[src/rtl/pipeline_hazard_controller.sv]
// Stall/flush/forwarding sequencer for the 5-stage RV32I pipeline: reset flush,
// load-use and branch hazards, and a data-memory wait state with a sticky timeout flag.
module pipeline_hazard_controller #(
    parameter int RESET_FLUSH_CYCLES = 4,
    parameter int MEM_TIMEOUT        = 255,
    parameter int CNT_W              = 8
) (
    input  logic       clk,
    input  logic       rst,
    input  logic [4:0] Rs1D,
    input  logic [4:0] Rs2D,
    input  logic [4:0] Rs1E,
    input  logic [4:0] Rs2E,
    input  logic [4:0] RdE,
    input  logic [4:0] RdM,
    input  logic [4:0] RdW,
    input  logic       RegWriteM,
    input  logic       RegWriteW,
    input  logic       ResultSrcE0,
    input  logic       PCSrcE,
    input  logic       MemReqM,
    input  logic       DmemReady,
    output logic [1:0] ForwardAE,
    output logic [1:0] ForwardBE,
    output logic       StallF,
    output logic       StallD,
    output logic       StallE,
    output logic       StallM,
    output logic       FlushD,
    output logic       FlushE,
    output logic       FlushW,
    output logic       DmemReq,
    output logic       PipeActive,
    output logic       MemErr
);
    typedef enum logic [1:0] {INIT, RUN, MEM_WAIT} state_t;

    localparam logic [CNT_W-1:0] INIT_LAST = CNT_W'(RESET_FLUSH_CYCLES - 1);
    localparam logic [CNT_W-1:0] MEM_TO    = CNT_W'(MEM_TIMEOUT);

    state_t           r_state, w_state_nxt;
    logic [CNT_W-1:0] r_init_cnt, r_wait_cnt, w_wait_nxt;
    logic             r_mem_err;
    logic             w_active, w_lw_stall, w_mem_stall;
    logic [1:0]       w_fwd_a, w_fwd_b;

    assign w_active    = (r_state != INIT);
    assign w_lw_stall  = ResultSrcE0 && (RdE != 5'd0) && ((RdE == Rs1D) || (RdE == Rs2D));
    assign w_mem_stall = MemReqM && !DmemReady;

    // M-stage result is newer than W, so it wins when both match.
    assign w_fwd_a = (RegWriteM && RdM != 5'd0 && RdM == Rs1E) ? 2'b10 :
                     (RegWriteW && RdW != 5'd0 && RdW == Rs1E) ? 2'b01 : 2'b00;
    assign w_fwd_b = (RegWriteM && RdM != 5'd0 && RdM == Rs2E) ? 2'b10 :
                     (RegWriteW && RdW != 5'd0 && RdW == Rs2E) ? 2'b01 : 2'b00;

    always_comb begin
        ForwardAE  = 2'b00;
        ForwardBE  = 2'b00;
        StallF     = 1'b1;
        StallD     = 1'b0;
        StallE     = 1'b0;
        StallM     = 1'b0;
        FlushD     = 1'b1;
        FlushE     = 1'b1;
        FlushW     = 1'b1;
        DmemReq    = 1'b0;
        PipeActive = 1'b0;
        if (w_active) begin
            ForwardAE  = w_fwd_a;
            ForwardBE  = w_fwd_b;
            DmemReq    = MemReqM;
            PipeActive = 1'b1;
            // A pending memory access freezes everything; hazards are re-evaluated afterwards.
            if (w_mem_stall) begin
                StallF = 1'b1;
                StallD = 1'b1;
                StallE = 1'b1;
                StallM = 1'b1;
                FlushD = 1'b0;
                FlushE = 1'b0;
                FlushW = 1'b1;
            end else begin
                StallF = w_lw_stall;
                StallD = w_lw_stall;
                FlushD = PCSrcE;
                FlushE = w_lw_stall || PCSrcE;
                FlushW = 1'b0;
            end
        end
    end

    always_comb begin
        w_state_nxt = r_state;
        w_wait_nxt  = '0;
        case (r_state)
            INIT:     if (r_init_cnt == INIT_LAST) w_state_nxt = RUN;
            RUN: begin
                if (w_mem_stall) begin
                    w_state_nxt = MEM_WAIT;
                    w_wait_nxt  = CNT_W'(1);
                end
            end
            MEM_WAIT: begin
                if (w_mem_stall)
                    w_wait_nxt = (r_wait_cnt == '1) ? r_wait_cnt : r_wait_cnt + CNT_W'(1);
                else
                    w_state_nxt = RUN;
            end
            default:  w_state_nxt = INIT;
        endcase
    end

    always_ff @(posedge clk or negedge rst) begin
        if (!rst) begin
            r_state    <= INIT;
            r_init_cnt <= '0;
            r_wait_cnt <= '0;
            r_mem_err  <= 1'b0;
        end else begin
            r_state    <= w_state_nxt;
            r_wait_cnt <= w_wait_nxt;
            if (r_state == INIT)
                r_init_cnt <= r_init_cnt + CNT_W'(1);
            if (w_state_nxt == MEM_WAIT && w_wait_nxt >= MEM_TO)
                r_mem_err <= 1'b1;
        end
    end

    assign MemErr = r_mem_err;
endmodule

[config.mk]
export PLATFORM = sky130hd
export DESIGN_NAME = pipeline_hazard_controller
export DESIGN_NICKNAME = d
export VERILOG_FILES = /design/src/rtl/pipeline_hazard_controller.sv
export SDC_FILE = /design/constraint.sdc
export NUM_CORES = 1
export LEC_CHECK = 0
export ABC_CLOCK_PERIOD_IN_PS = 2600
export BUFFER_PORTS_ARGS = -buffer_cell sky130_fd_sc_hd__buf_2
export CORE_MARGIN = 3
export CORE_UTILIZATION = 42
export DETAILED_ROUTE_END_ITERATION = 10
export PLACE_DENSITY = 0.7
export SLEW_MARGIN = 25
export SYNTH_ARGS = -nofsm -noshare
export SYNTH_HDL_FRONTEND = slang
export SYNTH_SLANG_ARGS = --single-unit
[constraint.sdc]
create_clock -name clk -period 2.6 [get_ports clk]
set_clock_uncertainty 0.05 [all_clocks]
set_input_delay 0.39 -clock clk [delete_from_list [all_inputs] [get_ports clk]]
set_output_delay 0.39 -clock clk [all_outputs]
set_load 0.03 [all_outputs]
==> run metrics, run 1 <==
outcome=complete, no violations; nets=278; CTS tree=done; Lkg Pwr=0.867 nW; minimum clock period=2.50 ns; Worst setup SP type=flip-flop; Clock Latency Late Sink=0.29 ns; Crit Path Category=flip-flop to primary output; first-pass GRT wire length=6.23 mm; fill count=317; post-route antenna net violation count=0; Max-Cap Viols=0; largest net degree at the start of global routing=20; post-synth net total=213; CTS root buffer=clkbuf_4; WP data required=2.16 ns; ANT cells=0; synthesis-to-finish area growth=27.9%; min-delay worst type=flip-flop to flip-flop; Mapped Area=1500 um^2; Initial Util=44.3%; vias in the first global route=1465; initial DRC count=65; Ys Warns=0; Die Wd=65.8 um; critical path cell sequence=inv_1 -> ha_1 -> inv_2 -> o211ai_1 -> or4_1 -> nor4_2 -> buf_4; clock sink count=19; Synth area leader=dfrtp_1; Worst VDD drop=0.000322 V; Final GP Congestion=0.822; cell count after synthesis=164; Yosys cell types=41; first-pass detailed-route iteration total=4; number of remaining DRC errors=0; Metal-1 WL=1.45 mm; DR WL/cell=13.0 um; die area=4330 um^2; Std-Cell Rows=21; dpl hpwl=2.99 mm; WL final=3.56 mm; ranking of synthesized cells by area=dfrtp_1 (32%), xnor2_1 (12%), xor2_1 (9.9%), ha_1 (5.0%), nor2_1 (2.7%); Ports=57; actual slew at the worst max-slew pin=0.432 ns; WL met3=143 um; Critical R2R Capture=MemErr; Final setup violation count=0; most used flip-flop cell after synthesis=dfrtp_1; syn_area_per_cell=9.16 um^2; setup TNS=0 ns; most common cell in the netlist=xnor2_1; Crit path max-delay family=simple AND/OR/NAND/NOR gates; sequential-to-total area share from yosys stat=31.6%; Hold Path Stages=1; Worst EP arrival=2.06 ns; Fin. Hold Viols=0; worst reg2reg startpoint=r_state[1]; PwrDens=675 nW/um^2; Slew headroom=71.2%; worst r2r path cells=7; Synth Register Bits=19; core area=3390 um^2; clk slew on worst S/H paths=0.11 ns; share of the synthesized area in the top cell type=31.6%; layout cells sized above 1=34.2%; critical path buffer and inverter count=3; final cycle utilization of the critical path=96.1%; initial antenna violation count=0; Post-synth ARST share=100%; port bufs=56; Hold WS=0.432 ns; highest metal used=met4; CP max stage cell=or4_1; WL met2=1.93 mm; crit path from=r_state[1]; Reg2Reg Setup Slack=0.53 ns; H-tree levels=1; final max-slew violation count=0; All-Layer GR Usage=18.0%; Critical Path Sink Type=primary output; clock buffer depth=2; Vias=1433; CTS buffer count=3; vias per std cell=5.23; Critical Path Stages=7; delay of the slowest critical-path stage=0.55 ns; Post-synth EDFFs=0; die height=65.8 um; top achievable clock speed=0.400 GHz; GRT Residual Overflow=0; crit path to=ForwardAE[0]; Synth top cells by count=xnor2_1 (21), dfrtp_1 (19), xor2_1 (17); CP max FO=4
layout by cell type, fill, tap and decap left out, drive strengths merged, types with 2 or more instances in the layout:
master | Yosys | layout
buf | 1 | 61
nor2 | 12 | 12
nand4b | 2 | 2
a211oi | 2 | 2
ha | 6 | 6
or4 | 5 | 5
inv | 8 | 8
nand3 | 9 | 9
nor4 | 6 | 6
nor3b | 2 | 2
nand4 | 6 | 6
nor3 | 7 | 7
a31oi | 3 | 3
dfrtp | 19 | 19
xor2 | 17 | 17
nor2b | 2 | 2
xnor2 | 21 | 21
o211ai | 3 | 3
a21oi | 8 | 8
clkbuf | 1 | 3
nand2 | 10 | 10
o21ai | 3 | 3
metal layers:
layer	vias up	track usage, %
met5	-	0
met4	0	4.40
met3	4	1.70
met2	32	34.8
met1	673	20.9
li1	724	-
worst register-to-register path, cell delays in order, from the launching register on:
cell and delay (ns):
dfrtp_1 0.41, inv_1 0.09, ha_1 0.31, nand4b_2 0.23, o21bai_1 0.24, a31oi_1 0.21, nand4b_1 0.16, o41ai_2 0.29
stage by stage:
stage | instances | cell area, um^2 | power (mW) | util [%] | setup slack (ns)
global route | 274 | 1920 | 1.41 | 56.7 | -0.0113
floorplan | 164 | 1520 | 0.910 | - | 0.0346
detailed placement | 265 | 1850 | 1.11 | 54.6 | 0.229
CTS | 270 | 1890 | 1.27 | 55.8 | 0.00826
global placement | 265 | 1850 | 1.11 | 54.6 | 0.251
finish | 274 | 1920 | 1.30 | 56.7 | 0.101
power by group:
group / switching [mW] / internal [mW] / total (mW) / leakage [nW]
logic: 0.415 / 0.298 / 0.713 / 0.603
registers: 0.0722 / 0.364 / 0.436 / 0.246
clock network: 0.0905 / 0.0572 / 0.148 / 0.0177
cells by family after synthesis:
| group | synth area share [%] |
|---|---|
| xor+xnor | 22.1 |
| compound gates | 11.7 |
| flops | 31.6 |
| buf+inv | 2.75 |
| simple gates | 26.0 |
| fa+ha+maj | 5.00 |
| mux | 0.749 |
area by class of cell:
cell class                 count  area (um^2)  area share [%]
multi-input combinational    135          998            52.0
sequential                    19          475            24.7
timing repair buffer          62          333            17.3
tap                           46         57.6            2.99
inverter                       8         30.0            1.56
clock buffer                   3         22.5            1.17
clock inverter                 1         5.00           0.260
how the worst min path moves through the flow:
stage	startpoint	endpoint	slack [ns]
after floorplan	rst	MemErr	0.04
after global placement	rst	r_wait_cnt[7]	0.31
after detailed placement	rst	r_wait_cnt[7]	0.30
after CTS	MemReqM	r_wait_cnt[1]	0.43
after global routing	MemReqM	r_wait_cnt[2]	0.45
final	r_init_cnt[7]	r_init_cnt[7]	0.43
state kept, by name, indices dropped and copies added, names as in the netlist:
register / cells
MemErr: 1
r_init_cnt: 8
r_state: 2
r_wait_cnt: 8
what timing repair did:
action,CTS,global route
hold buffers,1,0
setup buffers,0,4
hold endpoints to repair,19,0
gates resized for setup,2,0
gates cloned,0,0
setup endpoints to repair,2,2
pin swaps,0,2
Note: power is estimated with default switching activity, not from simulation.
==> inputs of run 2 (changes only) <==
--- a/config.mk
+++ b/config.mk
@@ -11,6 +11,7 @@
 export CORE_UTILIZATION = 42
 export DETAILED_ROUTE_END_ITERATION = 10
 export PLACE_DENSITY = 0.7
+export REMOVE_ABC_BUFFERS = 1
 export SLEW_MARGIN = 25
 export SYNTH_ARGS = -nofsm -noshare
 export SYNTH_HDL_FRONTEND = slang
==> run 2 against run 1 <==
Against the previous run: setup slack gained 0.0029 ns; maximum frequency is 0.12% higher; combinational power is 3.9% higher; highest routed layer unchanged; final cell count grew 0.36%; first-iteration DRC count unchanged; clock power up 3%; global-route usage rose by 0.15 points; cell area grew 0.52%; non-clock buffer count rose by 1; largest cell class unchanged; wire length rose by 3.3%.
==> run metrics, run 2 (synthesis gave the netlist of run 1 again) <==
outcome=complete, no violations; Lkg Pwr=0.871 nW; Hold WS=0.431 ns; fill count=301; P_int=0.736 mW; DR WL/cell=13.4 um; synthesis-to-finish area growth=28.6%; PwrDens=687 nW/um^2; final worst slack=0.104 ns; top achievable clock speed=0.401 GHz; clk slew on worst S/H paths=0.11 ns; minimum clock period=2.50 ns; Design Area, Final=1930 um^2; initial antenna violation count=0; Final setup violation count=0; Final GP Congestion=0.901; Non-Filler Instances=275; die height=65.8 um; switching pwr=0.591 mW; CTS buffer count=3; layout cells sized above 1=34.9%; Slew headroom=70.7%; commonest cells after routing, fill and taps aside=buf_2 (54), xnor2_1 (21), dfrtp_1 (19), xor2_1 (17), nor2_1 (11); area occupied by multi-input gates=1000 um^2; CP max FO=3; register area=475 um^2; Die Wd=65.8 um; worst reg2reg startpoint=r_state[0]; vias in the first global route=1418; Ports=57; H-tree levels=1; final cycle utilization of the critical path=96.0%; CTS tree=done; most common cell after layout, fill and taps aside=buf_2; crit path from=r_state[0]; vias per std cell=5.16; initial DRC count=65; Critical Path Sink Type=primary output; core area=3390 um^2; Regs by FF count=r_init_cnt x8, r_wait_cnt x8, r_state x2; Std-Cell Rows=21; post-placement cell area=1840 um^2; number of remaining DRC errors=0; Max-Cap Viols=0; CTS root buffer=clkbuf_4; clock sink count=19; Worst Hold End=r_init_cnt[7]; final max-slew violation count=0; Comb pwr share=55.8%; Initial Util=44.3%; GRT Residual Overflow=0; setup TNS=0 ns; Worst VDD drop=0.000283 V; Hold Path Stages=1; WL final=3.68 mm; Vias=1418; DP Worst Slack=0.225 ns; worst hold start=r_init_cnt[7]; first-pass GRT wire length=6.13 mm; port bufs=56; actual slew at the worst max-slew pin=0.439 ns; min-delay worst type=flip-flop to flip-flop; All-Layer GR Usage=18.1%; sequential share of power=32.8%; nets=279; ANT cells=0; worst r2r path cells=7; Crit Path Category=flip-flop to primary output; Worst setup SP type=flip-flop; post-route antenna net violation count=0; Worst EP arrival=2.06 ns; # placed instances=265; Reg2Reg Setup Slack=0.52 ns; first-pass detailed-route iteration total=4; largest net degree at the start of global routing=20; Fin. Hold Viols=0; WP data required=2.16 ns; Critical R2R Capture=MemErr; sw frac=44.5%; die area=4330 um^2; clock power share=11.4%; dpl hpwl=2.99 mm; Clock Latency Late Sink=0.30 ns; clock buffer depth=2
run 2: routing by layer:
metal  share of wire, %  global-route usage (%)  routed length, um  vias to the layer above
li1                   -                       -                  -                      722
met1                 42                    21.2               1530                      642
met2                 51                    32.3               1870                       50
met3                6.2                    4.08                228                        4
met4                1.3                    6.22                 48                        0
met5                  0                       0                  0                        -
run 2: worst max-delay path by stage:
stage	endpoint	slack [ns]	cells past startpoint
floorplan	FlushD	-0.51	5
global placement	ForwardAE[0]	0.26	6
detailed placement	ForwardAE[0]	0.23	6
CTS	ForwardAE[0]	0.003	7
global route	ForwardAE[0]	-0.008	7
finish	ForwardAE[0]	0.10	7
run 2: layout make-up:
class	count	area share (%)
Clock buffer	3	1.17
Clock inverter	1	0.259
Inverter	8	1.55
Multi-Input combinational cell	135	51.8
Sequential cell	19	24.6
Tap cell	46	2.98
Timing Repair Buffer	63	17.6
run 2: power groups by stage:
stage | sequential (mW) | combinational, mW | clock (mW)
after floorplan | 0.430 | 0.469 | 0
after global placement | 0.445 | 0.660 | 0
after detailed placement | 0.449 | 0.663 | 0
after CTS | 0.435 | 0.688 | 0.159
after global routing | 0.448 | 0.819 | 0.177
final | 0.435 | 0.741 | 0.152
run 2: repair_timing:
action,4_1_cts,5_1_grt
setup buffers,1,4
cloned,0,0
pin swaps,0,2
resized for setup,3,2
hold buffers,1,0
hold endpoints to repair,19,0
setup endpoints to repair,2,2
run 2: metrics by stage:
step                      power (mW)  utilization (%)
after floorplan                0.900                -
after global placement          1.10             54.2
after detailed placement        1.11             54.2
after CTS                       1.28             55.9
after global routing            1.44             57.0
final                           1.33             57.0
run 2: worst max-delay path, stage by stage, from the launching register on:
cell and delay [ns]:
dfrtp_1 0.40, inv_1 0.08, ha_2 0.19, inv_2 0.06, o211ai_1 0.08, or4_1 0.50, nor4_2 0.24, buf_4 0.20
